<file path="config.mk">
export PLATFORM = sky130hd
export DESIGN_NAME = pulse_hold_tx
export DESIGN_NICKNAME = d
export VERILOG_FILES = /design/src/rtl/pulse_hold_tx.sv
export SDC_FILE = /design/constraint.sdc
export NUM_CORES = 1
export LEC_CHECK = 0
export CAP_MARGIN = 20
export CORE_MARGIN = 2
export CORE_UTILIZATION = 45
export CTS_BUF_LIST = sky130_fd_sc_hd__clkbuf_4
export DETAILED_ROUTE_END_ITERATION = 10
export HOLD_SLACK_MARGIN = 0.15
export MAX_ROUTING_LAYER = met4
export PLACE_DENSITY = 0.69
export SKIP_CTS_REPAIR_TIMING = 1
export SYNTH_ARGS = -nofsm -noshare
export SYNTH_HDL_FRONTEND = slang
export SYNTH_SLANG_ARGS = --single-unit
</file>
<file path="constraint.sdc">
create_clock -name clk -period 3.9 [get_ports clk]
set_clock_uncertainty 0.2 [all_clocks]
set_input_delay 0.585 -clock clk [delete_from_list [all_inputs] [get_ports clk]]
set_output_delay 0.585 -clock clk [all_outputs]
set_load 0.02 [all_outputs]
</file>
<file path="src/rtl/pulse_hold_tx.sv">
// pulse_hold_tx
//   Transmit-side event shaper for a single-wire link whose receiver uses a
//   majority deglitch filter. Each event strobe becomes a line pulse that is
//   high for exactly HOLD cycles and is followed by at least GAP low cycles.
//   Events that arrive while a pulse is in flight are counted and then
//   replayed in order. Events beyond the counter capacity are dropped and
//   recorded in a sticky overflow flag.
//
// Ports
//   clk       in   system clock, rising edge
//   reset     in   asynchronous active-high reset
//   event_in  in   event strobe, one event per high cycle
//   ovf_clr   in   clears the sticky overflow flag
//   line_out  out  shaped line level, driven straight from a flop
//   busy      out  pulse in flight or events still queued
//   pending   out  queued events not yet started
//   overflow  out  sticky: at least one event was dropped
module pulse_hold_tx #(
    parameter int unsigned HOLD  = 8,
    parameter int unsigned GAP   = 8,
    parameter int unsigned CNT_W = 4
) (
    input  logic             clk,
    input  logic             reset,
    input  logic             event_in,
    input  logic             ovf_clr,
    output logic             line_out,
    output logic             busy,
    output logic [CNT_W-1:0] pending,
    output logic             overflow
);

    localparam int unsigned TMAX = (HOLD > GAP) ? HOLD : GAP;
    localparam int unsigned TW   = $clog2(TMAX + 1);

    localparam logic [1:0] ST_IDLE = 2'd0;
    localparam logic [1:0] ST_HIGH = 2'd1;
    localparam logic [1:0] ST_LOW  = 2'd2;

    // The timer counts down to zero, so zero marks the last cycle of a phase.
    localparam logic [TW-1:0]    HOLD_LAST = TW'(HOLD - 1);
    localparam logic [TW-1:0]    GAP_LAST  = TW'(GAP - 1);
    localparam logic [TW-1:0]    TIMER_ONE = TW'(1);
    localparam logic [CNT_W-1:0] PEND_MAX  = '1;
    localparam logic [CNT_W-1:0] PEND_ONE  = CNT_W'(1);

    logic [1:0]       state_q, state_d;
    logic [TW-1:0]    timer_q, timer_d;
    logic [CNT_W-1:0] pend_q,  pend_d;
    logic             ovf_q,   ovf_d;
    logic             line_q,  line_d;

    logic gap_done;
    logic start;
    logic drop;

    always_comb begin
        gap_done = (state_q == ST_LOW) && (timer_q == '0);
        start    = ((state_q == ST_IDLE) || gap_done) &&
                   ((pend_q != '0) || event_in);
        // A full counter can still take an event when a pulse starts in the
        // same cycle: one leaves the queue while the new one enters.
        drop     = event_in && !start && (pend_q == PEND_MAX);

        state_d = state_q;
        timer_d = timer_q;
        if (start) begin
            state_d = ST_HIGH;
            timer_d = HOLD_LAST;
        end else begin
            case (state_q)
                ST_HIGH: begin
                    if (timer_q == '0) begin
                        state_d = ST_LOW;
                        timer_d = GAP_LAST;
                    end else begin
                        timer_d = timer_q - TIMER_ONE;
                    end
                end
                ST_LOW: begin
                    if (timer_q == '0) begin
                        state_d = ST_IDLE;
                        timer_d = '0;
                    end else begin
                        timer_d = timer_q - TIMER_ONE;
                    end
                end
                default: begin
                    state_d = ST_IDLE;
                    timer_d = '0;
                end
            endcase
        end

        pend_d = pend_q;
        if (event_in && !start && !drop) begin
            pend_d = pend_q + PEND_ONE;
        end else if (!event_in && start) begin
            pend_d = pend_q - PEND_ONE;
        end

        // A drop in the same cycle as a clear leaves the flag set.
        ovf_d  = drop || (ovf_q && !ovf_clr);

        // Registering the next-state decode keeps line_out glitch-free.
        line_d = (state_d == ST_HIGH);
    end

    always_ff @(posedge clk or posedge reset) begin
        if (reset) begin
            state_q <= ST_IDLE;
            timer_q <= '0;
            pend_q  <= '0;
            ovf_q   <= 1'b0;
            line_q  <= 1'b0;
        end else begin
            state_q <= state_d;
            timer_q <= timer_d;
            pend_q  <= pend_d;
            ovf_q   <= ovf_d;
            line_q  <= line_d;
        end
    end

    assign line_out = line_q;
    assign busy     = (state_q != ST_IDLE) || (pend_q != '0);
    assign pending  = pend_q;
    assign overflow = ovf_q;

endmodule

</file>
==> qor.yml, run 1 <==
status:
  status: "completed"
global_route:
  grt_pass1_wl_mm: 2.09
  grt_pass1_vias: 463
  track_usage_pct: 15.6
  grt_start_max_net_pins: 13
  gr-total-overflow: 0
  antenna_found_initial: 0
cts:
  clock_path_buffers: 2
  cts_sinks: 12
  cts_tree: "built"
  cts_root_buffer: "clkbuf_4"
  clk_pin_slew_ps: 70
  clkLatencyLatePin_ps: 270
  h-tree-depth: 1
  numCtsBuffers: 3
sta:
  fin_crit_sh_pct: 67.3
  tns_ps: 0
  setup_viol: 0
  worst_slack_ps: 1280
  rsz0062_at_grt: "false"
  relSlewSlack_pct: 69.0
  period_minus_slack_ps: 2620
  worst_pin_slew_ps: 465
  fmax_ghz: 0.381
  hold_viol: 0
  drv_slew: 0
finish:
  num_antenna_cells: 0
  layout-drive-gt1-share_pct: 10.5
  areaGrowthSynthToFinish_pct: 20.8
  nets: 86
floorplan:
  fp.dieH_um: 42.4
  core-area_sq_mm: 0.00133
  num_rows: 13
  start_util_pct: 49.7
  io_pins: 11
  dieArea_sq_mm: 0.00180
  die_w_um: 42.4
pwr:
  p_leak_nw: 0.334
  vdd_drop_max_mv: 0.324
  powerDensity_mw_per_mm2: 801
placement:
  gp_congestion: 0.822
  dp_hpwl_um: 903
  post-place-ws_ps: 1160
  numPortBuffers: 10
detailed_routing:
  viasPerCell: 5.48
  drt_pass1_iterations: 2
  drt_iter0_drc: 11
  maxUsedRoutingLayer: "met4"
  num_vias: 499
  drcViolationCount: 0
  post_drt_wl_per_cell_um: 13.3
  met2_length_um: 500
  routed_wl_mm: 1.21
  antenna_left: 0
  met3_length_um: 41
  wl_met1_um: 657
logic_synthesis:
  synth_seq_area_share_pct: 45.3
  synth_fp_nets: 72
  synth.distinct_cells: 27
  ys_ff_latch: 12
  synthCells: 64
  avgSynthCellArea_sq_um: 10.4
  ys_warn_count: 0
  syn-cell-area_sq_um: 663
setup_path:
  crit_buf_inv: 1
  cp_max_fo: 8
  cp_top_family: "simple AND/OR/NAND/NOR gates"
  slowest_delay_ps: 550
  path_cells: "nor4_2 > nand2_1 > clkdlybuf4s50_1"
  end_kind: "primary output"
  reg2reg_slack_ps: 1600
  crit_slowest_cell: "clkdlybuf4s50_1"
  startpoint_type: "flop"
  path_class: "flop to primary output"
  crit_arrival_ps: 1840
  required_ps: 3120
job:
  drv_cap: 0
hold_path:
  hp-class: "flop to flop"
## sequential cells by signal (all words and copies together) (netlist names)
signal	count
timer_q	4
pending	4
line_out	1
state_q	2
overflow	1
## synth_stat cells (all sizes together)
library cell / n / share of area, %
nor4: 3 / 6.0
nor3: 1 / 0.75
nand4: 3 / 2.8
o21a: 2 / 2.3
o41ai: 1 / 1.3
nand2b: 2 / 1.9
nor2: 3 / 1.7
a21o: 1 / 1.1
ha: 4 / 7.5
a21oi: 2 / 2.1
inv: 5 / 2.8
o22ai: 1 / 0.94
o211a: 1 / 1.5
clkbuf: 1 / 0.57
and4b: 1 / 1.5
nand3: 4 / 3.0
o21ai: 7 / 5.8
mux2: 1 / 2.3
nand2: 4 / 2.3
dfrtp: 12 / 45
a22o: 2 / 2.6
nor3b: 1 / 1.1
xor2: 2 / 2.6
## where the power goes
group	internal [mW]	switching, mW	total, mW	leakage [nW]
sequential	0.176	0.0751	0.251	0.142
clock	0.0357	0.0387	0.0744	0.0138
combinational	0.156	0.161	0.316	0.178
## cell families (layout without fill, tap and decap cells)
kind of cell / Yosys count / count (layout) / share of synthesized area, %
xor+xnor: 2 / 2 / 2.64
mux: 1 / 1 / 2.26
compound gates: 17 / 17 / 17.7
simple gates: 22 / 22 / 21.1
flops: 12 / 12 / 45.3
buf+inv: 6 / 18 / 3.40
fa+ha+maj: 4 / 4 / 7.55
## per-stage QoR
stage | std cells | total power, mW | utilization (%) | cell area (sq um) | hold WS (ps)
after global routing | 91 | 0.698 | 60.0 | 801 | 366
after CTS | 91 | 0.651 | 60.0 | 801 | 338
final | 91 | 0.642 | 60.0 | 801 | 327
after global placement | 88 | 0.567 | 58.3 | 778 | 320
after floorplan | 64 | 0.471 | - | 663 | 250
after detailed placement | 88 | 0.572 | 58.3 | 778 | 328
## layer usage
metal,vias to the layer above,global-route usage [%]
met5,-,-
met4,0,5.63
met3,2,2.59
met2,8,21.2
met1,231,23.2
li1,258,-
## placed cells by master (no fill, tap or decap), types with 2 or more instances in the layout
| cell type | netlist | final |
|---|---|---|
| nand2_1 | 4 | 4 |
| inv_1 | 5 | 5 |
| ha_1 | 4 | 4 |
| nand4_1 | 3 | 3 |
| xor2_1 | 2 | 2 |
| clkdlybuf4s50_1 | 0 | 10 |
| dfrtp_1 | 12 | 12 |
| o21a_1 | 2 | 2 |
| nor2_1 | 3 | 3 |
| o21ai_0 | 6 | 6 |
| nand2b_1 | 2 | 2 |
| a22o_1 | 2 | 2 |
| clkbuf_4 | 0 | 3 |
| nand3_1 | 4 | 4 |
## cell type report
cell class / count / area, sq um
inverter: 5 / 18.8
timing repair buffer: 10 / 100
clock buffer: 3 / 22.5
tap: 15 / 18.8
sequential: 12 / 300
multi-input combinational: 46 / 340
fill: 126 / 533
## path summary, 6_finish.rpt
path	from	to	cells past startpoint
max in group asynchronous	reset	pending[2]	2
hold reg to reg	state_q[1]	line_out	1
min in group asynchronous	reset	timer_q[1]	2
hold / removal	state_q[1]	line_out	1
setup reg to reg	state_q[0]	pending[2]	9
setup / recovery	pending[2]	busy	3
Note: power is estimated with default switching activity, not from simulation.
==> inputs of run 2 (changes only) <==
- PLACE_DENSITY: 0.69 -> 0.72
- clock period: 3.9 -> 2.3 ns (I/O delays scaled with it)
==> run 2 against run 1 <==
Against the previous run:
- combinational power is 88% higher
- worst hold slack worse by 150 ps
- largest power group unchanged
- total power is 82% higher
- first-iteration DRC count is 27% lower
- clock power is 83% higher
- clock-buffer cell count stayed put
- non-clock buffer count is 6 higher
- die area stayed put
- wire length is 4.0% higher
- final area is 8.6% higher
==> qor.yml, run 2 (same netlist as run 1, synthesis figures left out) <==
finish:
  layout-drive-gt1-share_pct: 20.5
  fin_util_pct: 65.2
  mostFrequentLayoutCell: "dfrtp_1"
  areaGrowthSynthToFinish_pct: 31.1
  num_antenna_cells: 0
  nets: 92
  final_cell_mix: "dfrtp_1 (10), clkdlybuf4s50_1 (9), o21ai_0 (6), buf_4 (6), inv_1 (5)"
sta:
  rsz0062_at_grt: "false"
  worst_slack_ps: 182
  fin_crit_sh_pct: 92.1
  relSlewSlack_pct: 68.6
  drv_slew: 0
  hold_viol: 0
  fmax_ghz: 0.472
  setup_viol: 0
  worst_pin_slew_ps: 471
  tns_ps: 0
  period_minus_slack_ps: 2120
cts:
  cts_root_buffer: "clkbuf_4"
  h-tree-depth: 1
  cts_tree: "built"
  clk_pin_slew_ps: 80
  numCtsBuffers: 3
  clkLatencyLatePin_ps: 270
  cts_sinks: 12
  clock_path_buffers: 2
status:
  status: "completed"
detailed_routing:
  drt_pass1_iterations: 4
  antenna_left: 0
  post_drt_wl_per_cell_um: 12.9
  drcViolationCount: 0
  drt_iter0_drc: 8
  routed_wl_mm: 1.26
  viasPerCell: 5.55
  num_vias: 544
global_route:
  grt_start_max_net_pins: 13
  gr-total-overflow: 0
  track_usage_pct: 15.9
  grt_pass1_wl_mm: 2.04
  grt_pass1_vias: 469
  antenna_found_initial: 0
placement:
  post-place-ws_ps: 42.8
  dp_hpwl_um: 939
  gp_congestion: 0.777
  numPortBuffers: 10
floorplan:
  fp.dieH_um: 42.4
  io_pins: 11
  start_util_pct: 49.7
  core-area_sq_mm: 0.00133
  dieArea_sq_mm: 0.00180
  num_rows: 13
  die_w_um: 42.4
pwr:
  p_comb_share_pct: 50.9
  p_seq_share_pct: 37.5
  finalPower_mw: 1.17
  sw_frac_of_total_pct: 42.6
  vdd_drop_max_mv: 0.673
  intPower_uw: 670
  clockPowerShare_pct: 11.6
  p_leak_nw: 0.366
  powerDensity_mw_per_mm2: 1340
  p_sw_uw: 497
hold_path:
  hp-class: "input pin to async pin"
setup_path:
  end_kind: "flop"
  cpMostUsedCell: "ha_1"
  startpoint_type: "flop"
  required_ps: 2270
  path_cells: "inv_1 > ha_1 > nand2b_1 > a21oi_2 > nand3_1 > o21ai_0 > ha_1 > nor4_2 > a22o_1 > o211a_1"
  reg2reg_to: "pending[2]"
  path_class: "flop to flop"
  reg2reg_from: "state_q[0]"
  slowest_delay_ps: 370
  crit_arrival_ps: 2090
  cp_max_fo: 3
  reg2reg_depth: 10
  reg2reg_slack_ps: 180
  crit_slowest_cell: "dfrtp_1"
job:
  drv_cap: 0
-- run 2: changes by cell type in the layout (fill, tap and decap cells not counted), sizes merged --
cell / before / now
buf: 0 / 6
clkdlybuf4s50: 10 / 9
clkinv: 0 / 1
dlymetal6s2s: 0 / 1
-- run 2: worst max-delay path by stage --
stage                     startpoint          to  slack, ps  cells past startpoint
final                     state_q[0]  pending[2]        180                     10
after global routing      state_q[0]  pending[2]         20                      9
after CTS                 pending[2]        busy          1                      3
after detailed placement    event_in  pending[2]         40                      8
after global placement      event_in  pending[2]         80                      8
after floorplan           pending[1]  pending[2]        170                      8
-- run 2: per-layer routing --
metal / part of all wire, % / vias to the layer above / GRT usage [%]
met2: 40 / 11 / 19.7
met1: 53 / 254 / 22.9
met3: 3.8 / 4 / 5.17
met4: 2.1 / 0 / 7.50
met5: 0 / - / -
li1: - / 275 / -
-- run 2: final cells by class --
class,instances,area (sq um)
timing repair buffer,16,148
clock buffer,3,22.5
multi-input combinational,46,355
tap,15,18.8
sequential,12,303
fill,115,464
inverter,5,18.8
clock inverter,1,3.75
-- run 2: critical path: cells and delay by family, from the launching register on --
kind	cells	cell delay, ps
AOI/OAI and AO/OA	4	610
and+or+nand+nor	3	320
adders and majority gates	2	440
DFF	1	370
buffers and inverters	1	70
-- run 2: per-stage QoR --
step	std cells	instance area [sq um]	hold WS, ps
floorplan	64	663	9.70
global placement	94	823	317
detailed placement	94	823	312
CTS	98	850	194
global route	98	870	219
finish	98	870	178
-- run 2: power groups by stage --
stage | Sequential (mW) | Combinational, mW | Clock, mW
CTS | 0.424 | 0.589 | 0.140
finish | 0.438 | 0.594 | 0.136
global route | 0.459 | 0.653 | 0.151
detailed placement | 0.428 | 0.586 | 0
global placement | 0.423 | 0.582 | 0
floorplan | 0.451 | 0.348 | 0
